--- src/rtl/mult_div_unit_if.sv ---
//------------------------------------------------------------------------------
// mult_div_unit_if : operand/command and HI/LO result bundle for mult_div_unit
// Revision: 1.0
//------------------------------------------------------------------------------
`default_nettype none

interface mult_div_unit_if #(
  parameter int DATA_WIDTH = 32
);
  logic                  start;
  logic [1:0]            op;
  logic [DATA_WIDTH-1:0] operand_a;
  logic [DATA_WIDTH-1:0] operand_b;
  logic                  write_hi;
  logic                  write_lo;
  logic [DATA_WIDTH-1:0] write_data;
  logic                  busy;
  logic                  done;
  logic [DATA_WIDTH-1:0] hi;
  logic [DATA_WIDTH-1:0] lo;
  logic                  div_by_zero;

  modport master (
    output start, op, operand_a, operand_b, write_hi, write_lo, write_data,
    input  busy, done, hi, lo, div_by_zero
  );

  modport slave (
    input  start, op, operand_a, operand_b, write_hi, write_lo, write_data,
    output busy, done, hi, lo, div_by_zero
  );
endinterface

`default_nettype wire

--- src/rtl/mult_div_unit.sv ---
//------------------------------------------------------------------------------
// mult_div_unit : iterative 1-bit/cycle HI/LO multiply/divide unit (MULT/DIV)
// Revision: 1.0
//------------------------------------------------------------------------------
`default_nettype none

module mult_div_unit #(
  parameter int DATA_WIDTH = 32
) (
  input  wire logic         clk,
  input  wire logic         rst,
  mult_div_unit_if.slave    bus
);
  localparam int W     = DATA_WIDTH;
  localparam int CNT_W = $clog2(DATA_WIDTH) + 1;

  typedef enum logic [1:0] {
    IDLE  = 2'd0,
    RUN   = 2'd1,
    FIXUP = 2'd2
  } state_t;

  state_t           state, state_next;
  logic [1:0]       op_q;
  logic [W-1:0]     a_mag, b_mag;
  logic             neg_res, neg_rem;
  logic [2*W:0]     acc;
  logic [CNT_W-1:0] count;
  logic [W-1:0]     hi_q, lo_q;
  logic             busy_q, done_q, dbz_q;

  // Operand conditioning for the start edge
  logic         signed_in, a_neg_in, b_neg_in;
  logic [W-1:0] a_mag_in, b_mag_in;
  always_comb begin
    signed_in = ~bus.op[0];
    a_neg_in  = signed_in & bus.operand_a[W-1];
    b_neg_in  = signed_in & bus.operand_b[W-1];
    a_mag_in  = a_neg_in ? -bus.operand_a : bus.operand_a;
    b_mag_in  = b_neg_in ? -bus.operand_b : bus.operand_b;
  end

  // acc holds {upper accumulator/remainder (W+1), multiplier/quotient (W)}
  logic         is_div;
  logic [W:0]   mul_sum, div_shift, div_trial;
  logic [2*W:0] mul_next, div_next;
  always_comb begin
    is_div    = op_q[1];
    mul_sum   = acc[2*W:W] + (acc[0] ? {1'b0, a_mag} : {(W+1){1'b0}});
    mul_next  = {mul_sum, acc[W-1:0]} >> 1;
    div_shift = {acc[2*W-1:W], acc[W-1]};
    div_trial = div_shift - {1'b0, b_mag};
    if (!div_trial[W])
      div_next = {div_trial, acc[W-2:0], 1'b1};
    else
      div_next = {div_shift, acc[W-2:0], 1'b0};
  end

  logic [2*W-1:0] prod, prod_fix;
  logic [W-1:0]   quo_fix, rem_fix, a_raw;
  logic           div_zero;
  always_comb begin
    prod     = acc[2*W-1:0];
    prod_fix = neg_res ? -prod : prod;
    quo_fix  = neg_res ? -acc[W-1:0] : acc[W-1:0];
    rem_fix  = neg_rem ? -acc[2*W-1:W] : acc[2*W-1:W];
    a_raw    = neg_rem ? -a_mag : a_mag;
    div_zero = (b_mag == {W{1'b0}});
  end

  always_ff @(posedge clk) begin
    if (rst) state <= IDLE;
    else     state <= state_next;
  end

  always_comb begin
    state_next = state;
    case (state)
      IDLE:    if (bus.start) state_next = RUN;
      RUN:     if (count == CNT_W'(W - 1)) state_next = FIXUP;
      FIXUP:   state_next = IDLE;
      default: state_next = IDLE;
    endcase
  end

  always_ff @(posedge clk) begin
    if (rst) begin
      op_q    <= 2'b00;
      a_mag   <= '0;
      b_mag   <= '0;
      neg_res <= 1'b0;
      neg_rem <= 1'b0;
      acc     <= '0;
      count   <= '0;
      hi_q    <= '0;
      lo_q    <= '0;
      busy_q  <= 1'b0;
      done_q  <= 1'b0;
      dbz_q   <= 1'b0;
    end else begin
      done_q <= 1'b0;
      case (state)
        IDLE: begin
          if (bus.write_hi) hi_q <= bus.write_data;
          if (bus.write_lo) lo_q <= bus.write_data;
          if (bus.start) begin
            op_q    <= bus.op;
            a_mag   <= a_mag_in;
            b_mag   <= b_mag_in;
            neg_res <= a_neg_in ^ b_neg_in;
            neg_rem <= a_neg_in;
            acc     <= {{(W+1){1'b0}}, bus.op[1] ? a_mag_in : b_mag_in};
            count   <= '0;
            dbz_q   <= 1'b0;
            busy_q  <= 1'b1;
          end
        end
        RUN: begin
          acc   <= is_div ? div_next : mul_next;
          count <= count + 1'b1;
        end
        FIXUP: begin
          busy_q <= 1'b0;
          done_q <= 1'b1;
          if (!is_div) begin
            hi_q <= prod_fix[2*W-1:W];
            lo_q <= prod_fix[W-1:0];
          end else if (div_zero) begin
            // Divide by zero reports the dividend untouched and all-ones quotient
            hi_q  <= a_raw;
            lo_q  <= {W{1'b1}};
            dbz_q <= 1'b1;
          end else begin
            hi_q <= rem_fix;
            lo_q <= quo_fix;
          end
        end
        default: ;
      endcase
    end
  end

  assign bus.busy        = busy_q;
  assign bus.done        = done_q;
  assign bus.hi          = hi_q;
  assign bus.lo          = lo_q;
  assign bus.div_by_zero = dbz_q;

endmodule

`default_nettype wire

--- src/flat_wrapper.sv ---
// flat-port wrapper written by rule: the top's interface ports become plain ports
module mult_div_unit_flat 
#(
  parameter int DATA_WIDTH = 32
)
  (clk, rst, bus_start, bus_op, bus_operand_a, bus_operand_b, bus_write_hi, bus_write_lo, bus_write_data, bus_busy, bus_done, bus_hi, bus_lo, bus_div_by_zero);
  mult_div_unit_if #(.DATA_WIDTH(DATA_WIDTH)) bus_i ();
  input  wire logic clk;
  input  wire logic rst;
  input wire logic [$bits(bus_i.start)-1:0] bus_start;
  input wire logic [$bits(bus_i.op)-1:0] bus_op;
  input wire logic [$bits(bus_i.operand_a)-1:0] bus_operand_a;
  input wire logic [$bits(bus_i.operand_b)-1:0] bus_operand_b;
  input wire logic [$bits(bus_i.write_hi)-1:0] bus_write_hi;
  input wire logic [$bits(bus_i.write_lo)-1:0] bus_write_lo;
  input wire logic [$bits(bus_i.write_data)-1:0] bus_write_data;
  output wire logic [$bits(bus_i.busy)-1:0] bus_busy;
  output wire logic [$bits(bus_i.done)-1:0] bus_done;
  output wire logic [$bits(bus_i.hi)-1:0] bus_hi;
  output wire logic [$bits(bus_i.lo)-1:0] bus_lo;
  output wire logic [$bits(bus_i.div_by_zero)-1:0] bus_div_by_zero;
  assign bus_i.start = bus_start;
  assign bus_i.op = bus_op;
  assign bus_i.operand_a = bus_operand_a;
  assign bus_i.operand_b = bus_operand_b;
  assign bus_i.write_hi = bus_write_hi;
  assign bus_i.write_lo = bus_write_lo;
  assign bus_i.write_data = bus_write_data;
  assign bus_busy = bus_i.busy;
  assign bus_done = bus_i.done;
  assign bus_hi = bus_i.hi;
  assign bus_lo = bus_i.lo;
  assign bus_div_by_zero = bus_i.div_by_zero;
  mult_div_unit #(.DATA_WIDTH(DATA_WIDTH)) u_core (.clk(clk), .rst(rst), .bus(bus_i));
endmodule
--- config.mk ---
export PLATFORM = sky130hd
export DESIGN_NAME = mult_div_unit_flat
export DESIGN_NICKNAME = d
export VERILOG_FILES = /design/src/rtl/mult_div_unit_if.sv /design/src/rtl/mult_div_unit.sv /design/src/flat_wrapper.sv
export SDC_FILE = /design/constraint.sdc
export NUM_CORES = 1
export LEC_CHECK = 0
export CAP_MARGIN = 20
export CORE_ASPECT_RATIO = 1.75
export CORE_MARGIN = 5
export CORE_UTILIZATION = 35
export DETAILED_ROUTE_END_ITERATION = 16
export DONT_BUFFER_PORTS = 1
export PLACE_DENSITY_LB_ADDON = 0.3
export SKIP_CTS_REPAIR_TIMING = 1
export SYNTH_ARGS = -nofsm -noshare
export SYNTH_HDL_FRONTEND = slang
export SYNTH_SLANG_ARGS = --single-unit
--- constraint.sdc ---
create_clock -name clk -period 6.2 [get_ports clk]
set_input_delay 1.86 -clock clk [delete_from_list [all_inputs] [get_ports clk]]
set_output_delay 1.86 -clock clk [all_outputs]
set_load 0.05 [all_outputs]
=== Word level (Yosys, flattened, before mapping) ===
Index checks and enable logic that the tools add are counted.

* Input port bits: 103
* Register bits: 208
* Output and inout port bits: 67
* Logic and storage cells: 78

* Reduce and logical (&&, ||, !) cells: 11
* Bitwise logic cells: 4
* Equality and inequality tests: 9
* Add/subtract/negate cells: 9
* Mux-type cells: 32

{| class="wikitable"
|+ Operators by type and width
! cell !! count
|-
| 32-bit 2-to-1 mux || 13
|-
| 65-bit 2-to-1 mux || 3
|-
| 32-bit negation || 5
|-
| 65-bit one-hot mux with 2 select lines || 1
|-
| 32-bit one-hot mux with 2 select lines || 2
|-
| 64-bit 2-to-1 mux || 1
|-
| 64-bit negation || 1
|-
| 33-bit adder || 1
|-
| 33-bit by 32-bit subtractor with 33-bit output || 1
|-
| 32-bit logical NOT || 1
|-
| 6-bit one-hot mux with 2 select lines || 1
|-
| 2-bit AND reduction || 6
|-
| 6-bit by 1-bit adder with 6-bit output, second input constant || 1
|-
| 6-bit by 5-bit equality test with 1-bit output, second input constant || 1
|-
| 6-bit 2-to-1 mux || 1
|-
| 2-bit by 1-bit != test with 1-bit output, second input constant || 3
|-
| 2-bit != test, second input constant || 3
|-
| 1-bit 2-to-1 mux || 5
|-
| 2-bit 2-to-1 mux || 2
|-
| 1-bit one-hot mux with 2 select lines || 2
|-
| 2-bit one-hot mux with 2 select lines || 1
|-
| 4-bit AND reduction || 1
|-
| 2-bit nonzero test || 2
|-
| 1-bit bitwise AND || 2
|-
| 5 further kinds || 5
|}

=== Depth between registers and ports, before layout ===
Gate-level depths: netlist of run 1.

* Depth in word-level cells: 6
* Mapped depth: 20

=== Least setup slack after synthesis of run 1 ===
OpenSTA, ideal clock, no wires.

* Path kind: in2reg
* Start: in bus_operand_b[14]
* End: reg u_core.acc[25]
* Library setup time: 122 ps
* Path slack: 1904 ps
* Stages: 9
* Data arrival time: 4174 ps
* Path through: or4_1 > nor4_1 > and3_1 > nand2_1 > or4_1 > nand2_1 > xnor2_1 > mux2i_1 > a221o_1

* Word-level cells in the longest chain between the ends: 5

{| class="wikitable"
|+ Ends and longest elaborated chain
! element !! line !! source
|-
| start: declaration || flat_wrapper.sv:13 || <nowiki>input wire logic [$bits(bus_i.operand_b)-1:0] bus_operand_b;</nowiki>
|-
| 32-bit negation || mult_div_unit.sv:40 || <nowiki>b_mag_in = b_neg_in ? -bus.operand_b : bus.operand_b;</nowiki>
|-
| 32-bit 2-to-1 mux || mult_div_unit.sv:40 ||
|-
| 32-bit 2-to-1 mux || mult_div_unit.sv:112 || <nowiki>acc <= {{(W+1){1'b0}}, bus.op[1] ? a_mag_in : b_mag_in};</nowiki>
|-
| 65-bit 2-to-1 mux || mult_div_unit.sv:106 || <nowiki>if (bus.start) begin</nowiki>
|-
| 65-bit one-hot mux with 2 select lines || mult_div_unit.sv:102 || <nowiki>case (state)</nowiki>
|-
| end signal: assignment || mult_div_unit.sv:112 ||
|-
| end signal: assignment || mult_div_unit.sv:119 || <nowiki>acc <= is_div ? div_next : mul_next;</nowiki>
|-
| end: declaration || mult_div_unit.sv:27 || <nowiki>logic [2*W:0] acc;</nowiki>
|}

Every way passes these cells. The select of a mux whose other input is x is not followed.
A chain may end at the register's enable or synchronous reset.

=== Worst setup path after layout of run 1 ===
* Start: reg u_core.acc[38]
* End: reg u_core.acc[50]

* Word-level cells in the longest chain between the ends: 4
* Elaborated cells between the ends (all ways): 5

{| class="wikitable"
|+ Ends and longest elaborated chain
! element !! line !! source
|-
| 33-bit by 32-bit subtractor with 33-bit output || mult_div_unit.sv:52 || <nowiki>div_trial = div_shift - {1'b0, b_mag};</nowiki>
|-
| 65-bit 2-to-1 mux || mult_div_unit.sv:53 || <nowiki>if (!div_trial[W])</nowiki>
|-
| 65-bit 2-to-1 mux * || mult_div_unit.sv:119 ||
|-
| 65-bit one-hot mux with 2 select lines * || mult_div_unit.sv:102 ||
|}

Mark *: on every way between the ends. The rest lies on a longest branch, timed or not.

==> flow_metrics.tcl, run 1 <==
set metrics [dict create \
    path_cells "ha_1, a2111o_1, o21ai_0, o21a_1, o31ai_1, o41ai_1, nor2b_1, o21ai_0, nand2b_1, ha_1, inv_2, or3_1, mux2_2, o221ai_1, a22o_1" \
    ys_seq_area_share_pct 24.1 \
    switching_share_pct 37.9 \
    synthDistinctLibCells 84 \
    setup_violations 0 \
    die_w_um 177 \
    maxCapViolCount 0 \
    cts_tree "yes" \
    grt_pass1_wl_um 105000 \
    clkSinkCount 207 \
    drt_iter0_drc 1337 \
    critPathCaptureType "register" \
    syn_avg_cell_area_um2 7.33 \
    antenna_found_initial 2 \
    dp_slack_ns 1.08 \
    cts_buffer_depth 3 \
    syn_to_final_growth_pct 6.30 \
    synth_edf_count 0 \
    reg2reg_depth 15 \
    slew_violations 0 \
    finalCritPeriodShare_pct 84.0 \
    vias_per_cell 6.06 \
    die_y_um 303 \
    tightest_slew_ns 1.09 \
    dieArea_um2 53700 \
    min_path_type "register to register" \
    r2r_start "u_core.acc[38]$_SDFFE_PP0P_" \
    rsz0062_at_grt "false" \
    ir_drop_uv 173 \
    maxSlewHeadroom_pct 27.5 \
    start_util_pct 35.3 \
    ant_nets 0 \
    track_usage_pct 25.4 \
    drive_gt1_share_pct 5.23 \
    min_to "u_core.count[3]$_SDFFE_PP0P_" \
    portBuffers 0 \
    insertion_delay_ns 0.54 \
    ff2ff_setup_slack_ns 0.99 \
    required_ns 6.68 \
    io_pins 170 \
    arrival_ns 5.69 \
    syn_nets 2517 \
    min_period_ns 5.21 \
    coreArea_um2 48600 \
    combPwrFrac_pct 25.3 \
    tns_ns 0 \
    synthCells 2341 \
    synth.area.top_cells "dfxtp_1 (24%), xnor2_1 (5.6%), ha_1 (5.2%), nand2_1 (5.2%), nor2_1 (5.2%)" \
    via_count 17446 \
    yosysTopAreaCell "dfxtp_1" \
    power_leakage_nw 6.70 \
    post_drt_wl_per_cell_um 24.8 \
    r2r_end "u_core.acc[50]$_SDFFE_PP0P_" \
    synth_flop_cell "dfxtp_1" \
    synth_area_um2 17200 \
    clk_pin_slew_ns 0.07 \
    mostFrequentLayoutCells "nand2_1 (236), nor2_1 (231), dfxtp_1 (204)" \
    grt_pass1_vias 16929 \
    worst_slack_ns 0.995 \
    crit_slowest_cell "ha_1" \
    critPathMaxFanout 21 \
    layout_commonest_cell "nand2_1" \
    first_pass_iters 6 \
    grt_max_degree 146 \
    synth_warnings 0 \
    fp-row-count 107 \
    startpoint "u_core.acc[38]$_SDFFE_PP0P_" \
    yosysTopAreaCellShare_pct 24.1 \
    hold_viol 0 \
    gp_congestion 0.973 \
    crit_family "compound AO/OA/AOI/OAI gates" \
    clockPowerShare_pct 33.4 \
    max_stage_delay_ns 0.83 \
    start_kind "register" \
    intPower_mw 2.62 \
    numCtsBuffers 21 \
    htreeDepth 1 \
    dp_hpwl_um 56300 \
    powerDensity_nw_per_um2 231 \
    ys_ff_latch 207 \
    routed_wirelength_um 71500 \
    holdPathStages 1 \
    async_flop_share_pct 0 \
    critical_path_class "register to register" \
    grt.overflow.total 0 \
    max_freq_mhz 192 \
    seqPwrFrac_pct 41.3 \
    drc 0 \
    path_buf_inv 1 \
    p_sw_mw 1.60 \
    fin_skew_ns 0.0122 \
    status "finished clean" \
    hp-start "u_core.count[3]$_SDFFE_PP0P_" \
    root_buffer "clkbuf_16" \
    nNetsFinal 2381 \
    fillers 5101 \
]
cell usage after synthesis, drive strengths merged, types with 13 or more instances:
| master | count |
|---|---|
| a211oi | 115 |
| a21o | 33 |
| a21oi | 176 |
| a22oi | 13 |
| a311oi | 18 |
| a31oi | 38 |
| and2 | 38 |
| and3 | 15 |
| buf | 31 |
| clkbuf | 154 |
| dfxtp | 207 |
| ha | 71 |
| inv | 74 |
| mux2i | 44 |
| nand2 | 236 |
| nand2b | 16 |
| nand3 | 32 |
| nand4 | 19 |
| nor2 | 236 |
| nor2b | 23 |
| nor3 | 55 |
| nor4 | 33 |
| o211ai | 26 |
| o21a | 14 |
| o21ai | 184 |
| o31ai | 44 |
| o41ai | 14 |
| or2 | 13 |
| or3 | 33 |
| or4 | 20 |
| xnor2 | 109 |
| xor2 | 81 |
worst max path at each step:
stage / to / cells past startpoint
3_3_place_gp: u_core.acc[50]$_SDFFE_PP0P_ / 15
5_1_grt: u_core.acc[50]$_SDFFE_PP0P_ / 15
3_5_place_dp: u_core.acc[50]$_SDFFE_PP0P_ / 15
4_1_cts: u_core.acc[50]$_SDFFE_PP0P_ / 15
2_1_floorplan: u_core.acc[25]$_SDFFE_PP0P_ / 9
6_report: u_core.acc[50]$_SDFFE_PP0P_ / 15
worst reg2reg max path: stages, from the launching register on:
cell	delay, ns
dfxtp_1	0.58
ha_1	0.38
a2111o_1	0.42
o21ai_0	0.45
o21a_1	0.34
o31ai_1	0.12
o41ai_1	0.46
nor2b_1	0.09
o21ai_0	0.18
nand2b_1	0.08
ha_1	0.83
inv_2	0.34
or3_1	0.39
mux2_2	0.27
o221ai_1	0.08
a22o_1	0.15
flip-flops by register name, summed over array words and instances, names as in the netlist:
register,count
u_core.bus.done,1
u_core.bus.div_by_zero,1
u_core.b_mag,32
u_core.op_q,1
u_core.acc,65
u_core.neg_rem,1
u_core.a_mag,32
u_core.neg_res,1
u_core.bus.lo,32
u_core.count,6
u_core.bus.hi,32
u_core.state,2
u_core.bus.busy,1
power by group through the flow:
stage / Clock, mW / Sequential [mW] / Combinational [mW]
floorplan: 0 / 1.65 / 0.828
global placement: 0 / 1.77 / 1.04
detailed placement: 0 / 1.77 / 1.05
CTS: 1.43 / 1.74 / 1.06
global route: 1.46 / 1.75 / 1.17
finish: 1.41 / 1.74 / 1.07
metrics by stage:
stage / power (mW) / std cells / cell area, um^2 / hold slack (ns) / util [%]
floorplan: 2.48 / 2341 / 17200 / 0.436 / -
CTS: 4.22 / 2872 / 18200 / 0.482 / 37.4
global route: 4.38 / 2878 / 18200 / 0.504 / 37.5
detailed placement: 2.82 / 2834 / 17500 / 0.476 / 35.9
global placement: 2.81 / 2834 / 17500 / 0.464 / 35.9
finish: 4.22 / 2879 / 18200 / 0.496 / 37.5
layer usage:
| metal | up-vias | routed length [um] | GRT usage [%] |
|---|---|---|---|
| met3 | 200 | 4850 | 3.93 |
| li1 | 8282 | - | - |
| met5 | - | 0 | 0 |
| met2 | 749 | 34600 | 44.1 |
| met4 | 0 | 6760 | 20.6 |
| met1 | 8215 | 25200 | 27.2 |
layout make-up:
class | instances | area [um^2] | area share (%)
Inverter | 74 | 278 | 1.52
Timing Repair Buffer | 26 | 210 | 1.15
Tap cell | 654 | 818 | 4.49
Clock buffer | 26 | 576 | 3.16
Sequential cell | 207 | 4150 | 22.8
Antenna cell | 5 | 12.5 | 0.0686
Multi-Input combinational cell | 1875 | 12000 | 66.0
Clock inverter | 12 | 153 | 0.837
kinds of logic (layout without fill, tap and decap cells):
logic type | Yosys count | after routing | share of synthesized area (%)
AO/OA/AOI/OAI | 774 | 774 | 29.5
adder cells (fa/ha/maj) | 73 | 73 | 5.41
flip-flops | 207 | 207 | 24.1
AND/OR/NAND/NOR | 786 | 786 | 22.0
other | 0 | 5 | 0
multiplexers | 52 | 52 | 3.35
buffers and inverters | 259 | 138 | 5.89
XOR/XNOR | 190 | 190 | 9.70
(Power assumes the default switching activity.)
==> inputs of run 2 (changes only) <==
==> constraint.sdc (replaced) <==
create_clock -name clk -period 4.8 [get_ports clk]
set_input_delay 1.44 -clock clk [delete_from_list [all_inputs] [get_ports clk]]
set_output_delay 1.44 -clock clk [all_outputs]
set_load 0.05 [all_outputs]
==> flow_metrics.tcl, run 2 (synthesis results as in run 1) <==
set metrics [dict create \
    maxSlewHeadroom_pct 31.7 \
    max_freq_mhz 229 \
    ir_drop_uv 240 \
    grt.overflow.total 0 \
    track_usage_pct 25.7 \
    antenna_found_initial 4 \
    drt_iter0_drc 1486 \
    maxCapViolCount 0 \
    hold_viol 0 \
    setup_violations 0 \
    fin_skew_ns 0.0140 \
    post_drt_wl_per_cell_um 24.7 \
    cts_tree "yes" \
    dp_hpwl_um 57200 \
    arrival_ns 4.80 \
    mostFrequentLayoutCells "nand2_1 (236), nor2_1 (232), dfxtp_1 (204)" \
    start_kind "register" \
    layout_commonest_cell "nand2_1" \
    rsz0062_at_grt "false" \
    io_pins 170 \
    drive_gt1_share_pct 6.89 \
    first_pass_iters 6 \
    fp-row-count 107 \
    root_buffer "clkbuf_16" \
    start_util_pct 35.3 \
    grt_max_degree 146 \
    routed_wirelength_um 72200 \
    critPathMaxFanout 9 \
    critPathCaptureType "register" \
    tns_ns 0 \
    grt_pass1_wl_um 106000 \
    gp_congestion 0.938 \
    largest_reg_flops 65 \
    insertion_delay_ns 0.55 \
    stdcell_area_um2 18600 \
    largest-register "u_core.acc" \
    coreArea_um2 48600 \
    max_stage_delay_ns 0.54 \
    grt_pass1_vias 16927 \
    via_count 17679 \
    required_ns 5.25 \
    numCtsBuffers 22 \
    syn_to_final_growth_pct 8.17 \
    vias_per_cell 6.04 \
    crit_slowest_cell "dfxtp_1" \
    r2r_start "u_core.acc[40]$_SDFFE_PP0P_" \
    min_path_type "register to register" \
    slew_violations 0 \
    clkSinkCount 207 \
    portBuffers 0 \
    ant_nets 0 \
    clk_pin_slew_ns 0.07 \
    nNetsFinal 2424 \
    cts_buffer_depth 3 \
    finalCritPeriodShare_pct 90.8 \
    min_period_ns 4.36 \
    tightest_slew_ns 1.02 \
    critical_path_class "register to register" \
    htreeDepth 1 \
    die_w_um 177 \
    status "finished clean" \
    post_dp_cell_area_um2 17800 \
    power_leakage_nw 6.91 \
    dieArea_um2 53700 \
    dp.cells 2877 \
    hp-start "u_core.count[3]$_SDFFE_PP0P_" \
    path_cells "ha_1, a21oi_1, nor2_1, a2111oi_0, o21a_1, o31ai_1, o41ai_1, nor2b_1, o21ai_0, nand2b_1, ha_1, inv_2, buf_4, a211oi_1, o31ai_1, o21ai_0, a22o_1" \
    drc 0 \
    fin_cells 2926 \
    startpoint "u_core.acc[40]$_SDFFE_PP0P_" \
    powerDensity_nw_per_um2 292 \
    die_y_um 303 \
]
-- run 2: power breakdown --
part           total (mW)  switching [mW]  internal (mW)  leakage (nW)
clock                1.75           0.791          0.955         0.346
sequential           2.22           0.370           1.85          1.71
combinational        1.45           0.907          0.542          4.86
total                5.41            2.07           3.35          6.91
-- run 2: worst paths after layout --
check | to | slack (ns) | cells past startpoint
worst max register to register | u_core.acc[44]$_SDFFE_PP0P_ | 0.44 | 17
worst max-delay path | u_core.acc[44]$_SDFFE_PP0P_ | 0.44 | 17
worst min register to register | u_core.count[3]$_SDFFE_PP0P_ | 0.49 | 1
worst min-delay path | u_core.count[3]$_SDFFE_PP0P_ | 0.49 | 1
-- run 2: layer usage --
layer / GRT usage, % / vias to the layer above / wire length, um
met4: 20.1 / 0 / 6520
met1: 27.4 / 8360 / 25600
met3: 4.39 / 197 / 4970
li1: - / 8358 / -
met2: 44.5 / 764 / 35100
met5: 0 / - / 0
-- run 2: critical path: cells and delay by family (launching register included) --
kind	cells	cell delay [ns]
AO/OA/AOI/OAI	10	2.32
adder cells (fa/ha/maj)	2	0.73
buffers and inverters	2	0.40
AND/OR/NAND/NOR	3	0.26
flip-flops	1	0.54
-- run 2: stage by stage --
step | worst slack [ns] | utilization, % | total power, mW | hold WS, ns
2_1_floorplan | 0.719 | - | 3.20 | 0.436
3_3_place_gp | 0.451 | 36.7 | 3.66 | 0.460
3_5_place_dp | 0.422 | 36.7 | 3.68 | 0.473
4_1_cts | 0.395 | 38.1 | 5.42 | 0.481
5_1_grt | 0.0212 | 38.2 | 5.63 | 0.513
6_report | 0.441 | 38.2 | 5.41 | 0.489
-- run 2: layout make-up --
cell class	count	area [um^2]
diodes	9	22.5
clock buffers	30	611
clock inverters	9	97.6
fillers	5143	30000
inverters	74	278
multi-input cells	1875	12000
flip-flops and latches	207	4150
well taps	654	818
repair buffers	68	543
==> inputs of run 3 (changes only) <==
--- a/config.mk
+++ b/config.mk
@@ -11,7 +11,6 @@
 export CORE_UTILIZATION = 35
 export DETAILED_ROUTE_END_ITERATION = 16
 export DONT_BUFFER_PORTS = 1
-export PLACE_DENSITY_LB_ADDON = 0.3
 export SKIP_CTS_REPAIR_TIMING = 1
 export SYNTH_ARGS = -nofsm -noshare
 export SYNTH_HDL_FRONTEND = slang
==> flow_metrics.tcl, run 3 (synthesis results as in run 1) <==
set metrics [dict create \
    min_path_type "register to register" \
    antenna_found_initial 4 \
    required_ns 5.28 \
    clk_pin_slew_ns 0.07 \
    first_pass_iters 5 \
    powerDensity_nw_per_um2 295 \
    root_buffer "clkbuf_16" \
    die_w_um 177 \
    numCtsBuffers 21 \
    syn_to_final_growth_pct 7.96 \
    start_util_pct 35.3 \
    max_freq_mhz 228 \
    gp_congestion 0.984 \
    ant_nets 0 \
    critPathCaptureType "register" \
    cts_buffer_depth 3 \
    fillers 5039 \
    coreArea_um2 48600 \
    nNetsFinal 2418 \
    grt_pass1_wl_um 104000 \
    tightest_slew_ns 1.23 \
    grt_pass1_vias 16841 \
    rsz0062_at_grt "false" \
    maxCapViolCount 0 \
    layout_commonest_cell "nand2_1" \
    mostFrequentLayoutCells "nand2_1 (236), nor2_1 (232), dfxtp_1 (204)" \
    dieArea_um2 53700 \
    grt.overflow.total 0 \
    insertion_delay_ns 0.54 \
    portBuffers 0 \
    arrival_ns 4.86 \
    dp_hpwl_um 55600 \
    start_kind "register" \
    via_count 17693 \
    drt_iter0_drc 1703 \
    maxSlewHeadroom_pct 17.9 \
    die_y_um 303 \
    post_drt_wl_per_cell_um 24.3 \
    setup_violations 0 \
    fp-row-count 107 \
    slew_violations 0 \
    io_pins 170 \
    register_area_um2 4150 \
    status "finished clean" \
    vias_per_cell 6.07 \
    finalCritPeriodShare_pct 91.2 \
    cts_tree "yes" \
    tns_ns 0 \
    critical_path_class "register to register" \
    power_leakage_nw 6.90 \
    clkSinkCount 207 \
    largest_reg_flops 65 \
    largest-register "u_core.acc" \
    min_period_ns 4.38 \
    total_power_mw 5.47 \
    drc 0 \
    htreeDepth 1 \
    multi_input_area_um2 12000 \
    critPathMaxFanout 10 \
    drive_gt1_share_pct 6.65 \
    track_usage_pct 25.1 \
    grt_max_degree 146 \
    routed_wirelength_um 70900 \
    hold_viol 0 \
    ir_drop_uv 197 \
    fin_skew_ns 0.0119 \
]
[run 3: where the power goes]
group / internal, mW / switching, mW
logic: 0.541 / 0.893
registers: 1.85 / 0.377
clock network: 1.04 / 0.769
total: 3.43 / 2.04
[run 3: path summary, 6_finish.rpt]
check,slack [ns],depth (start not counted),end,from
worst min-delay path,0.48,1,u_core.count[3]$_SDFFE_PP0P_,u_core.count[3]$_SDFFE_PP0P_
worst max-delay path,0.42,18,u_core.acc[50]$_SDFFE_PP0P_,u_core.acc[31]$_SDFFE_PP0P_
worst min register to register,0.48,1,u_core.count[3]$_SDFFE_PP0P_,u_core.count[3]$_SDFFE_PP0P_
worst max register to register,0.42,18,u_core.acc[50]$_SDFFE_PP0P_,u_core.acc[31]$_SDFFE_PP0P_
[run 3: critical path, cell delays in order (launching register included)]
cell and delay, ns:
dfxtp_1 0.34, inv_1 0.19, ha_1 0.22, fa_1 0.19
nand2b_1 0.15, a21oi_1 0.13, o21ai_0 0.49, o21a_1 0.27
o31ai_1 0.10, o41ai_1 0.42, nor2b_1 0.09, o21ai_0 0.17
nand2b_1 0.08, ha_1 0.47, inv_2 0.18, or3_1 0.33
mux2_2 0.26, o221ai_1 0.07, a22o_1 0.15
[run 3: routing by layer]
metal	vias to the layer above	share of wire (%)	global-route usage [%]
met2	780	48	42.9
met4	2	9.6	20.5
met5	-	0.013	0
li1	8359	-	-
met1	8335	35	26.8
met3	217	7.2	4.44
[run 3: final cells by class]
type,instances,share of cell area [%]
sequential,207,22.4
tap,654,4.42
timing repair buffer,63,2.73
antenna,4,0.0540
multi-input combinational,1875,65.0
clock inverter,11,0.891
inverter,74,1.50
clock buffer,27,3.01
[run 3: stage by stage]
| stage | hold slack, ns | cells | utilization [%] | area [um^2] | setup slack, ns |
|---|---|---|---|---|---|
| floorplan | 0.436 | 2341 | - | 17200 | 0.719 |
| global placement | 0.462 | 2872 | 36.6 | 17800 | 0.570 |
| detailed placement | 0.464 | 2872 | 36.6 | 17800 | 0.490 |
| CTS | 0.475 | 2910 | 38.1 | 18500 | 0.483 |
| global route | 0.487 | 2915 | 38.1 | 18500 | 0.00739 |
| finish | 0.481 | 2915 | 38.1 | 18500 | 0.421 |
